<file path="config.mk">
export PLATFORM = sky130hd
export DESIGN_NAME = esm_config_decoder
export DESIGN_NICKNAME = d
export VERILOG_FILES = /design/src/rtl/esm_pkg.sv /design/src/rtl/esm_config_sat_counter.sv /design/src/rtl/esm_config_decoder.sv
export SDC_FILE = /design/constraint.sdc
export NUM_CORES = 1
export LEC_CHECK = 0
export BUFFER_PORTS_ARGS = -buffer_cell sky130_fd_sc_hd__buf_2
export CORE_UTILIZATION = 29
export DETAILED_ROUTE_END_ITERATION = 12
export PLACE_DENSITY_LB_ADDON = 0.25
export RECOVER_POWER = 25
export SLEW_MARGIN = 0
export SYNTH_ARGS = -nofsm -noshare
export SYNTH_HDL_FRONTEND = slang
export SYNTH_HIERARCHICAL = 1
export SYNTH_SLANG_ARGS = --single-unit
</file>
<file path="constraint.sdc">
create_clock -name S_axis_clk -period 3.1 [get_ports S_axis_clk]
set_input_delay 0.775 -clock S_axis_clk [delete_from_list [all_inputs] [get_ports S_axis_clk]]
set_output_delay 0.775 -clock S_axis_clk [all_outputs]
set_load 0.02 [all_outputs]
</file>
<file path="src/rtl/esm_pkg.sv">
// Shared ESM control-message definitions: magic number, module ids, message types,
// decoder state encoding, header layout and a small pulse-count helper.
package esm_pkg;

  localparam logic [31:0] esm_control_magic_num = 32'hE5C0_F16A;

  localparam logic [7:0] esm_module_id_dwell       = 8'h01;
  localparam logic [7:0] esm_module_id_ad9361      = 8'h02;
  localparam logic [7:0] esm_module_id_channelizer = 8'h03;

  localparam logic [7:0] esm_control_message_type_dwell_entry  = 8'h01;
  localparam logic [7:0] esm_control_message_type_ad9361_write = 8'h02;
  localparam logic [7:0] esm_control_message_type_channel_mask = 8'h03;

  typedef enum logic [2:0] {
    S_MAGIC,
    S_SEQ,
    S_HEADER,
    S_PAD,
    S_PAYLOAD,
    S_DRAIN
  } esm_decoder_state_t;

  typedef struct packed {
    logic [31:0] magic;
    logic [31:0] seq;
    logic [7:0]  module_id;
    logic [7:0]  message_type;
  } esm_config_header_t;

  // Number of asserted error pulses in one cycle; errors can coincide and each one counts.
  function automatic logic [2:0] count_pulses(input logic [3:0] pulses);
    return {2'b00, pulses[0]} + {2'b00, pulses[1]} + {2'b00, pulses[2]} + {2'b00, pulses[3]};
  endfunction

endpackage

</file>
<file path="src/rtl/esm_config_sat_counter.sv">
// Saturating up-counter with a multi-unit increment; sticks at all-ones.
module esm_config_sat_counter #(
  parameter int WIDTH = 16,
  parameter int INC_W = 3
) (
  input  logic             clk,
  input  logic             rst_n,
  input  logic [INC_W-1:0] inc,
  output logic [WIDTH-1:0] count
);

  localparam logic [WIDTH-1:0] MAX_COUNT = '1;

  logic [WIDTH:0] inc_ext;
  logic [WIDTH:0] sum;

  assign inc_ext = {{(WIDTH + 1 - INC_W){1'b0}}, inc};
  assign sum     = {1'b0, count} + inc_ext;

  // NOTE: clocked state uses non-blocking assignments so every register samples pre-edge values.
  always_ff @(posedge clk or negedge rst_n) begin
    if (!rst_n) begin
      count <= '0;
    end else if (sum[WIDTH]) begin
      count <= MAX_COUNT;
    end else begin
      count <= sum[WIDTH-1:0];
    end
  end

endmodule

</file>
<file path="src/rtl/esm_config_decoder.sv">
// ESM control-message stream decoder: validates magic/length, strips the 4-word header and
// broadcasts payload words. Optional sequence checking is built when ESM_CONFIG_SEQ_CHECK_EN is defined.
module esm_config_decoder
  import esm_pkg::*;
#(
  parameter int          AXI_DATA_WIDTH    = 32,
  parameter logic [31:0] MAGIC_NUM         = esm_control_magic_num,
  parameter int          MAX_PAYLOAD_WORDS = 255
) (
  input  logic                      S_axis_clk,
  input  logic                      S_axis_resetn,
  output logic                      S_axis_ready,
  input  logic                      S_axis_valid,
  input  logic [AXI_DATA_WIDTH-1:0] S_axis_data,
  input  logic                      S_axis_last,
  output logic                      Cfg_valid,
  output logic                      Cfg_first,
  output logic                      Cfg_last,
  output logic [7:0]                Cfg_module_id,
  output logic [7:0]                Cfg_message_type,
  output logic [7:0]                Cfg_word_index,
  output logic [AXI_DATA_WIDTH-1:0] Cfg_data,
  output logic                      Msg_done,
  output logic                      Err_magic,
  output logic                      Err_short,
  output logic                      Err_overflow,
  output logic                      Err_seq,
  output logic [15:0]               Msg_count,
  output logic [15:0]               Err_count
);

  localparam logic [7:0] MAX_INDEX = 8'(MAX_PAYLOAD_WORDS);

  esm_decoder_state_t state_q, state_d;

  logic       ready_q;
  logic       accept;
  logic [7:0] index_q, index_d;
  logic [7:0] hdr_module_q, hdr_module_d;
  logic [7:0] hdr_type_q, hdr_type_d;

  logic                      cfg_valid_d, cfg_first_d, cfg_last_d;
  logic [7:0]                cfg_module_d, cfg_type_d, cfg_index_d;
  logic [AXI_DATA_WIDTH-1:0] cfg_data_d;
  logic                      msg_done_d;
  logic                      err_magic_d, err_short_d, err_overflow_d, err_seq_d;
  logic [2:0]                err_inc;
  logic [2:0]                msg_inc;

  assign accept       = S_axis_valid && ready_q;
  assign S_axis_ready = ready_q;

  always_comb begin
    // NOTE: every signal driven here gets a default first, so no path can infer a latch.
    state_d        = state_q;
    index_d        = index_q;
    hdr_module_d   = hdr_module_q;
    hdr_type_d     = hdr_type_q;
    cfg_valid_d    = 1'b0;
    cfg_first_d    = 1'b0;
    cfg_last_d     = 1'b0;
    cfg_module_d   = Cfg_module_id;
    cfg_type_d     = Cfg_message_type;
    cfg_index_d    = Cfg_word_index;
    cfg_data_d     = Cfg_data;
    msg_done_d     = 1'b0;
    err_magic_d    = 1'b0;
    err_short_d    = 1'b0;
    err_overflow_d = 1'b0;

    if (accept) begin
      unique case (state_q)
        S_MAGIC: begin
          if (S_axis_data == MAGIC_NUM && !S_axis_last) begin
            state_d = S_SEQ;
          end else begin
            err_magic_d = 1'b1;
            state_d     = S_axis_last ? S_MAGIC : S_DRAIN;
          end
        end
        S_SEQ: begin
          err_short_d = S_axis_last;
          state_d     = S_axis_last ? S_MAGIC : S_HEADER;
        end
        S_HEADER: begin
          hdr_module_d = S_axis_data[31:24];
          hdr_type_d   = S_axis_data[23:16];
          err_short_d  = S_axis_last;
          state_d      = S_axis_last ? S_MAGIC : S_PAD;
        end
        S_PAD: begin
          index_d     = '0;
          err_short_d = S_axis_last;
          state_d     = S_axis_last ? S_MAGIC : S_PAYLOAD;
        end
        S_PAYLOAD: begin
          if (index_q == MAX_INDEX) begin
            // Oversized message: drop the rest; without Cfg_last consumers discard it.
            err_overflow_d = 1'b1;
            state_d        = S_axis_last ? S_MAGIC : S_DRAIN;
          end else begin
            cfg_valid_d  = 1'b1;
            cfg_first_d  = (index_q == 8'd0);
            cfg_last_d   = S_axis_last;
            cfg_module_d = hdr_module_q;
            cfg_type_d   = hdr_type_q;
            cfg_index_d  = index_q;
            cfg_data_d   = S_axis_data;
            index_d      = index_q + 8'd1;
            if (S_axis_last) begin
              msg_done_d = 1'b1;
              state_d    = S_MAGIC;
            end
          end
        end
        S_DRAIN: begin
          if (S_axis_last) state_d = S_MAGIC;
        end
        default: state_d = S_MAGIC;
      endcase
    end
  end

`ifdef ESM_CONFIG_SEQ_CHECK_EN
  logic [AXI_DATA_WIDTH-1:0] last_seq_q;
  logic                      have_seq_q;
  logic                      seq_bad_q;

  // The expectation follows every message that got past its magic word, delivered or not.
  always_ff @(posedge S_axis_clk or negedge S_axis_resetn) begin
    if (!S_axis_resetn) begin
      last_seq_q <= '0;
      have_seq_q <= 1'b0;
      seq_bad_q  <= 1'b0;
    end else if (accept && state_q == S_SEQ) begin
      seq_bad_q  <= have_seq_q && (S_axis_data != last_seq_q + AXI_DATA_WIDTH'(1));
      last_seq_q <= S_axis_data;
      have_seq_q <= 1'b1;
    end
  end

  assign err_seq_d = accept && (state_q == S_HEADER) && seq_bad_q;
`else
  assign err_seq_d = 1'b0;
`endif

  always_ff @(posedge S_axis_clk or negedge S_axis_resetn) begin
    if (!S_axis_resetn) begin
      state_q          <= S_MAGIC;
      ready_q          <= 1'b0;
      index_q          <= '0;
      hdr_module_q     <= '0;
      hdr_type_q       <= '0;
      Cfg_valid        <= 1'b0;
      Cfg_first        <= 1'b0;
      Cfg_last         <= 1'b0;
      Cfg_module_id    <= '0;
      Cfg_message_type <= '0;
      Cfg_word_index   <= '0;
      Cfg_data         <= '0;
      Msg_done         <= 1'b0;
      Err_magic        <= 1'b0;
      Err_short        <= 1'b0;
      Err_overflow     <= 1'b0;
      Err_seq          <= 1'b0;
    end else begin
      state_q          <= state_d;
      ready_q          <= 1'b1;
      index_q          <= index_d;
      hdr_module_q     <= hdr_module_d;
      hdr_type_q       <= hdr_type_d;
      Cfg_valid        <= cfg_valid_d;
      Cfg_first        <= cfg_first_d;
      Cfg_last         <= cfg_last_d;
      Cfg_module_id    <= cfg_module_d;
      Cfg_message_type <= cfg_type_d;
      Cfg_word_index   <= cfg_index_d;
      Cfg_data         <= cfg_data_d;
      Msg_done         <= msg_done_d;
      Err_magic        <= err_magic_d;
      Err_short        <= err_short_d;
      Err_overflow     <= err_overflow_d;
      Err_seq          <= err_seq_d;
    end
  end

  assign err_inc = count_pulses({err_magic_d, err_short_d, err_overflow_d, err_seq_d});
  assign msg_inc = {2'b00, msg_done_d};

  esm_config_sat_counter #(.WIDTH(16), .INC_W(3)) u_msg_counter (
    .clk   (S_axis_clk),
    .rst_n (S_axis_resetn),
    .inc   (msg_inc),
    .count (Msg_count)
  );

  esm_config_sat_counter #(.WIDTH(16), .INC_W(3)) u_err_counter (
    .clk   (S_axis_clk),
    .rst_n (S_axis_resetn),
    .inc   (err_inc),
    .count (Err_count)
  );

endmodule

</file>
==> metrics, run 1 <==
outcome=finished with violations; violated checks=max-capacitance violations, max-slew violations, negative setup slack; syn avg cell area=9.978 µm²; Max clock buf depth=2; sw frac=37.97%; Nets=782; vias in the first global route=4536; Core Area=0.01821 mm²; Die Y=139.3 µm; Starting Density=30.03%; Clk network pwr share=28.6%; Finished Layout Cells=977; Cell Chain, Critical Path=buf_2, nor4bb_1, nand4_1, nor2_2, a21oi_2, fa_1, ha_2, fa_2, a21o_4, buf_6, buf_6, nand4_1, xor2_1, nand2_1; Post-DRT Antenna Nets=0; CTS hold repair buffers=0; FP Rows=49; Synth async-reset ratio=100.0%; die area=0.01941 mm²; worst setup path category=in -> reg; final wirelength=13970 µm; fmax=305.7 MHz; Main synth FF type=dfrtp_1; dpl cells=941; top-count cell post-synth=nand2_1; Synth top area share=55.84%; H-Tree Level Count=4; clk sink count=122; post-synthesis sequential area ratio=55.84%; P_sw=2.514 mW; CP required=3.40 ns; chip width=139.3 µm; Crit path max-delay family=adder cells; Layout Skew=0.01188 ns; pin count of the biggest net entering global routing=71; Post-Synthesis Cell Area=0.005468 mm²; CTS Buf Count=17; sequential share of power=37.3%; Layout area overhead=36.02%; DRC=0; Slew Limit Fails=40; Logic pwr share=34.2%; LEAKAGE=3.926 nW; Critical Path Fanout Max=3; Skew-Pair Late Insertion Delay=0.41 ns; Slew Limit Headroom=-51.48%; worst slew pin tran=2.272 ns; Fin. Hold Viols=0; io pins=133; Slowest-stage cell, CP=fa_1; data arrival time of the worst path=3.57 ns; Core Util, Final=40.84%; Synth Register Bits=122; Post-synth EDFFs=0; share of cells above drive strength 1=36.23%; initial antenna violation count=0; synth unique cells=51; critical path's largest stage delay=0.45 ns; Congestion Overflow GR=0; DRT Pass-1 Iters=4; Synth warnings=6; Buf/Inv on CP=3; list of most frequent post-synthesis cells=194 x nand2_1, 122 x dfrtp_1, 23 x nand3_1, 19 x o21ai_0, 17 x mux2_2; RSZ-0062 raised after global routing=true; number of max-cap violations=1; HPWL Detailed=9569 µm; pwr/cell area=890.2 mW/mm²; vias per cell=4.619; ant diodes=0; WHS=0.4665 ns; Final Power=6.620 mW; Wirelength per Cell=14.30 µm; Synth area leaders=dfrtp_1 56%, nand2_1 13%, mux2_2 3.5%; Clk pin slew, worst setup/hold paths=0.06 ns; top cell type by total area after synthesis=dfrtp_1; Tcrit/Tclk final=105.5%; Total GRT Usage=15.13%; GPL Wtd Cong=0.8128; fin crit period=3.272 ns; final setup fails=16; DR vias=4513; first-pass GRT wire length=23250 µm; Cells after Synth=548; Internal Dissipation=4.107 mW; setup ws final=-0.1716 ns; PortBufs=131; worst vdd ir=0.4089 mV; CTS tree=done; Crit. End Element=flop; Hold Path Class=reg -> reg; Startpoint Class=input port; CTS Root Cell=clkbuf_16; Iter 0 DRT Violations=195
-- sequential cells by signal (all words and copies together), names as in the netlist, 3 cells and up --
register,flops
Cfg_data,32
hdr_type_q,8
Cfg_message_type,8
Cfg_word_index,8
Cfg_module_id,8
index_q,8
hdr_module_q,8
u_err_counter/count,16
state_q,3
u_msg_counter/count,16
-- layout by cell type, fill, tap and decap left out, types with 3 or more instances in the layout --
master / count
nand2_1: 190
buf_2: 127
dfrtp_1: 122
buf_4: 52
nand3_1: 21
o21ai_0: 18
clkbuf_16: 17
mux2_2: 15
nand4_1: 12
nor2_1: 11
nor3_1: 9
buf_6: 9
xnor2_1: 8
or3_1: 7
ha_1: 7
conb_1: 6
inv_1: 6
a21oi_1: 6
nand2_2: 6
o31ai_1: 5
mux2_1: 5
inv_6: 5
clkinvlp_4: 4
and4_1: 4
xor2_1: 4
or2b_1: 4
nor4bb_1: 3
or4_1: 3
or4_4: 3
o21ai_2: 3
a211oi_1: 3
-- repair_timing --
item                       CTS  global route
gates resized for setup     18             7
buffers inserted             5             1
pin swaps                   18             5
cloned                       1             0
setup endpoints to repair   16            16
-- tightest hold or removal path, stage by stage (launching register included) --
cell and delay (ns):
dfrtp_1 0.34, nand2_1 0.05, nand2_1 0.05
-- worst paths after layout --
kind,startpoint,slack [ns],cells after the start,endpoint
min in group asynchronous,S_axis_resetn,1.03,1,u_msg_counter/count[14]
max in group asynchronous,S_axis_resetn,0.57,2,Cfg_word_index[7]
max,S_axis_data[0],-0.17,14,u_err_counter/count[6]
min,hdr_type_q[0],0.47,2,Cfg_message_type[0]
max reg2reg,state_q[0],0.01,13,u_err_counter/count[6]
min reg2reg,hdr_type_q[0],0.47,2,Cfg_message_type[0]
-- cells by family (layout without fill, tap and decap cells) --
group                      count (synthesis)  in the layout  share of synthesized area (%)
other                                      2              6                         0.1374
adders and majority gates                 11             11                          2.929
xor gates and xnor gates                  13             13                          2.082
DFF                                      122            122                          55.84
and+or+nand+nor                          297            298                          25.35
AOI/OAI and AO/OA                         47             47                          5.584
buffers and inverters                     34            229                          3.547
muxes                                     22             22                          4.531
-- stage by stage --
step                      setup slack [ns]  setup TNS [ns]  instance area [µm²]
after floorplan                   -0.06543         -0.8243                 5529
after global placement             -0.7275          -10.32                 6739
after detailed placement           -0.7574          -10.58                 6739
after CTS                          -0.2047          -2.172                 7430
after global routing               -0.3016          -2.922                 7437
final                              -0.1716          -1.858                 7437
-- cell type report --
class / instances / area (µm²)
Clock buffer: 17 / 425.4
Multi-Input combinational cell: 397 / 2369
Sequential cell: 122 / 3053
Tap cell: 229 / 286.5
Inverter: 7 / 26.28
Timing Repair Buffer: 190 / 1135
Clock inverter: 15 / 142.6
Fill cell: 1855 / 10770
-- power by group through the flow --
| stage | clock network, mW | registers [mW] | logic, mW |
|---|---|---|---|
| floorplan | 0 | 2.90 | 0.932 |
| global placement | 0 | 2.47 | 2.17 |
| detailed placement | 0 | 2.49 | 2.20 |
| CTS | 1.95 | 2.47 | 2.27 |
| global route | 2.02 | 2.54 | 2.49 |
| finish | 1.89 | 2.47 | 2.26 |
-- metal layers --
| layer | up-vias | track usage, % | routed length [µm] |
|---|---|---|---|
| met4 | 0 | 5.205 | 141 |
| met2 | 95 | 24.20 | 6628 |
| met3 | 10 | 4.370 | 650 |
| met1 | 2187 | 19.54 | 6551 |
| met5 | - | 0 | 0 |
| li1 | 2221 | - | - |
(Power assumes the default switching activity.)
==> run 2: changes to the inputs <==
Settings changed: BUFFER_PORTS_ARGS -buffer_cell sky130_fd_sc_hd__buf_2 to -buffer_cell sky130_fd_sc_hd__buf_4, CORE_MARGIN from default to 2, CORE_UTILIZATION 29 to 48.
==> run 2 against run 1 <==
Effect of this change:
- the flow finishes with violations (negative setup slack)
- non-clock buffer count fell by 5
- sequential cell count unchanged
- via count increased by 1.5%
- wire length fell by 5.0%
- clock-buffer cell count grew 8
- total power grew 4.2%
- sequential share of layout area down 1.3 points
- sequential power about the same
- die area fell by 37%
==> metrics, run 2 (synthesized netlist as in run 1, its figures left out) <==
Buf/Inv on CP=2; Tcrit/Tclk final=103.7%; Layout area overhead=40.37%; FP Rows=38; Slew Limit Headroom=19.25%; data arrival time of the worst path=3.51 ns; Slowest-stage cell, CP=fa_1; CTS tree=done; max FFs per register=32; Hold Path Class=reg -> reg; io pins=133; DRC=0; worst slew pin tran=1.211 ns; setup ws final=-0.1147 ns; DRT Pass-1 Iters=4; GPL Wtd Cong=0.8447; final wirelength=13270 µm; die area=0.01226 mm²; Post-DRT Antenna Nets=0; Nets=777; Critical Path Fanout Max=4; CTS Root Cell=clkbuf_16; number of max-cap violations=0; hold path start=hdr_type_q[0]; fill count=815; most frequent cells in the layout=192 x nand2_1, 175 x buf_4, 122 x dfrtp_1; pwr/cell area=899.1 mW/mm²; HPWL Detailed=8799 µm; final setup fails=11; Clk pin slew, worst setup/hold paths=0.05 ns; PortBufs=131; Layout Skew=0.005114 ns; Crit. End Element=flop; H-Tree Level Count=4; first-pass GRT wire length=21980 µm; leading cell type in the layout, fill and taps excluded=nand2_1; CTS hold repair buffers=0; Startpoint Class=input port; worst vdd ir=0.6789 mV; most frequent CP cell=nor2_2; Iter 0 DRT Violations=242; LEAKAGE=4.019 nW; Starting Density=49.78%; worst setup path category=in -> reg; largest registers=Cfg_data (32), u_err_counter/count (16), u_msg_counter/count (16); Wirelength per Cell=15.03 µm; violated checks=negative setup slack; chip width=110.7 µm; ant diodes=0; pin count of the biggest net entering global routing=71; Top reg by flops=Cfg_data; vias in the first global route=4510; origin of the critical flop-to-flop path=state_q[0]; Skew-Pair Late Insertion Delay=0.41 ns; Slew Limit Fails=0; Crit path max-delay family=adder cells; vias per cell=5.188; Congestion Overflow GR=0; initial antenna violation count=0; Die Y=110.7 µm; DR vias=4581; Total GRT Usage=22.28%; fin crit period=3.215 ns; CTS Buf Count=17; Core Area=0.01098 mm²; clk sink count=122; Fin. Hold Viols=0; pre-CTS WS=-0.6449 ns; critical path's largest stage delay=0.47 ns; Final Cell Area=0.007675 mm²; Cell Chain, Critical Path=buf_8, nor4b_4, nand4_1, nor2_2, a21oi_2, fa_1, ha_2, fa_2, a21o_4, buf_6, nand3_2, nor2_2, mux2_2; fmax=311.1 MHz; outcome=finished with violations; Max clock buf depth=2; Placed Area=0.006893 mm²; CP required=3.40 ns; RSZ-0062 raised after global routing=true; worst setup path startpoint=S_axis_data[18]; share of cells above drive strength 1=36.34%
run 2: changes by cell type in the layout (fill, tap and decap cells not counted), moves of 3 or more:
cell and change:
buf_6 -3, nor4bb_1 -3, buf_4 +123, buf_2 -127, clkbuf_8 +5, inv_6 -5, clkinvlp_4 -3, nand2_2 -4
run 2: final timing paths:
path	slack [ns]	to	cells after the start
worst max-delay path	-0.11	u_err_counter/count[14]	13
worst min-delay path	0.46	Cfg_message_type[0]	2
worst max register to register	0.04	u_err_counter/count[14]	12
worst min register to register	0.46	Cfg_message_type[0]	2
max in group asynchronous	0.81	u_msg_counter/count[4]	2
min in group asynchronous	0.60	Cfg_word_index[1]	1
run 2: metal layers:
metal  up-vias  part of all wire, %  global-route usage [%]
met1      2237                   43                   28.41
met2       119                   50                   37.22
met5         -                    0                       0
met4         0                  1.9                   8.583
met3        22                  4.7                   5.030
li1       2203                    -                       -
run 2: worst register-to-register path: stages (launching register included):
cell and delay (ns):
dfrtp_1 0.38, and4bb_4 0.34, nand2_1 0.05, nor3_1 0.22, buf_4 0.18, fa_1 0.41
ha_2 0.22, fa_2 0.39, a21o_4 0.24, buf_6 0.13, nand3_2 0.07, nor2_2 0.05
mux2_2 0.26
run 2: area by class of cell:
type | instances | area (µm²) | share of cell area (%)
Sequential cell | 122 | 3053 | 39.78
Multi-Input combinational cell | 397 | 2417 | 31.50
Timing Repair Buffer | 185 | 1410 | 18.37
Clock buffer | 25 | 505.5 | 6.586
Tap cell | 140 | 175.2 | 2.282
Clock inverter | 7 | 87.58 | 1.141
Inverter | 7 | 26.28 | 0.3424
run 2: repair_timing:
item	CTS	global route
endpoints found under the hold margin	0	0
setup endpoints to repair	16	16
buffers inserted	4	3
pin swaps	9	8
resized for setup	16	15
cloned	1	0
run 2: per-stage QoR:
stage / std cells / hold slack, ns / utilization [%] / setup TNS, ns / power (mW)
after floorplan: 552 / 0.4315 / - / -0.8243 / 3.830
after CTS: 881 / 0.4010 / 69.28 / -0.4221 / 6.929
after global placement: 844 / 0.4422 / 62.76 / -8.300 / 4.809
after global routing: 883 / 0.4928 / 69.88 / -2.046 / 7.303
final: 883 / 0.4601 / 69.88 / -0.7042 / 6.901
after detailed placement: 844 / 0.4466 / 62.76 / -8.925 / 4.872
run 2: where the power goes:
group | switching (mW) | leakage (nW) | internal (mW)
clock | 0.683 | 0.293 | 1.28
combinational | 1.36 | 2.14 | 1.09
sequential | 0.385 | 1.58 | 2.10
==> run 3: changes to the inputs <==
==> constraint.sdc (replaced) <==
create_clock -name S_axis_clk -period 3.1 [get_ports S_axis_clk]
set_input_delay 0.62 -clock S_axis_clk [delete_from_list [all_inputs] [get_ports S_axis_clk]]
set_output_delay 0.62 -clock S_axis_clk [all_outputs]
set_load 0.02 [all_outputs]
==> run 3 against run 2 <==
Effect of this change:
- final cell count down 1.0%
- the run now ends clean
- first-iteration DRC count up 23%
- highest routed layer unchanged
- largest cell class unchanged
- register-to-register slack better by 0.07 ns
- sequential power about the same
- via count up 0.83%
- critical path type unchanged
- die area unchanged
- critical path depth up 1
==> metrics, run 3 (synthesized netlist as in run 1, its figures left out) <==
outcome=finished, final reports clean; Crit. End Element=flop; Post-DRT Antenna Nets=0; DRT Pass-1 Iters=4; Total GRT Usage=23.16%; sw frac=35.78%; Nets=768; most frequent cells in the layout=194 x nand2_1, 172 x buf_4, 122 x dfrtp_1; CTS Root Cell=clkbuf_16; Critical Path Fanout Max=3; initial antenna violation count=0; fmax=326.6 MHz; Congestion Overflow GR=0; max FFs per register=32; die area=0.01226 mm²; largest registers=Cfg_data (32), u_err_counter/count (16), u_msg_counter/count (16); CTS tree=done; Logic pwr share=35.6%; ant diodes=0; Layout area overhead=36.64%; Fin Setup TNS=0 ns; io pins=133; H-Tree Level Count=4; leading cell type in the layout, fill and taps excluded=nand2_1; fin crit period=3.062 ns; worst slew pin tran=1.394 ns; sequential share of power=36.9%; multi-input logic area=0.002331 mm²; Skew-Pair Late Insertion Delay=0.41 ns; RSZ-0062 raised after global routing=true; sequential cell area=0.003053 mm²; number of max-cap violations=0; Layout Skew=0.008380 ns; FP Rows=38; PortBufs=131; Clk network pwr share=27.5%; final setup fails=0; first-pass GRT wire length=23040 µm; Die Y=110.7 µm; share of cells above drive strength 1=33.65%; Slew Limit Fails=0; Finished Layout Cells=874; GPL Wtd Cong=0.8597; Top reg by flops=Cfg_data; Clk pin slew, worst setup/hold paths=0.05 ns; Placed Area=0.006817 mm²; data arrival time of the worst path=3.36 ns; Tcrit/Tclk final=98.77%; Hold Path Class=in -> reg; clk sink count=122; Final Cell Area=0.007471 mm²; HPWL Detailed=9130 µm; chip width=110.7 µm; DRC=0; worst vdd ir=0.5471 mV; CP required=3.40 ns; fill count=842; Internal Dissipation=4.331 mW; worst setup path category=in -> reg; Startpoint Class=input port; LEAKAGE=3.884 nW; dpl cells=836; Core Util, Final=68.02%; CTS Buf Count=17; pin count of the biggest net entering global routing=71; Final Power=6.744 mW; DR vias=4619; Starting Density=49.78%; Core Area=0.01098 mm²; Fin. Hold Viols=0; vias in the first global route=4697; Max clock buf depth=2; Iter 0 DRT Violations=297; Slew Limit Headroom=7.059%; Wirelength per Cell=15.60 µm; pwr/cell area=902.6 mW/mm²; final wirelength=13630 µm; vias per cell=5.285; P_sw=2.413 mW
==> run 3: worst paths after layout <==
| check | start | to | slack (ns) | depth (start not counted) |
|---|---|---|---|---|
| max | S_axis_data[20] | u_err_counter/count[10] | 0.04 | 14 |
| min | S_axis_data[13] | Cfg_data[13] | 0.42 | 3 |
| max reg2reg | state_q[0] | u_err_counter/count[10] | 0.11 | 13 |
| min reg2reg | hdr_type_q[1] | Cfg_message_type[1] | 0.46 | 2 |
| max in group asynchronous | S_axis_resetn | Cfg_data[20] | 0.91 | 2 |
| min in group asynchronous | S_axis_resetn | Cfg_word_index[1] | 0.53 | 1 |
==> run 3: through the flow <==
| step | worst slack, ns | hold slack (ns) |
|---|---|---|
| global placement | -0.4784 | 0.4446 |
| CTS | -0.03875 | 0.1157 |
| floorplan | 0.02388 | 0.3244 |
| detailed placement | -0.5692 | 0.4535 |
| finish | 0.03819 | 0.4157 |
| global route | -0.07599 | 0.4115 |
==> run 3: area by class of cell <==
class                   count  area share, %
clock buffers              25          6.632
repair buffers            176          17.74
inverters                   7         0.3517
flip-flops and latches    122          40.86
multi-input cells         397          31.20
well taps                 140          2.345
clock inverters             7         0.8709
==> run 3: timing repair <==
action | 4_1_cts | 5_1_grt
setup endpoints to repair | 16 | 16
pin swaps | 10 | 5
gates resized for setup | 6 | 5
hold buffers | 0 | 0
gates cloned | 1 | 0
buffers inserted | 4 | 1
==> run 3: critical path, cell delays in order <==
cell     delay [ns]
buf_6          0.10
nor4b_4        0.33
nand4_1        0.22
nor2_2         0.18
a21oi_2        0.09
fa_1           0.46
ha_2           0.20
fa_2           0.35
a21o_4         0.23
buf_4          0.13
buf_4          0.13
nand4_1        0.10
xor2_1         0.15
nand2_1        0.06
==> run 3: layer usage <==
metal | vias to the layer above | track usage, % | routed length (µm)
met4 | 0 | 9.083 | 252
met3 | 20 | 6.288 | 673
met5 | - | 0 | 0
met1 | 2268 | 28.00 | 5587
li1 | 2190 | - | -
met2 | 141 | 39.55 | 7117
==> run 3: power groups by stage <==
stage	clock network, mW	logic [mW]	registers [mW]
final	1.85	2.40	2.49
after global placement	0	2.31	2.48
after global routing	1.96	2.61	2.56
after floorplan	0	0.929	2.90
after CTS	1.89	2.42	2.49
after detailed placement	0	2.37	2.51
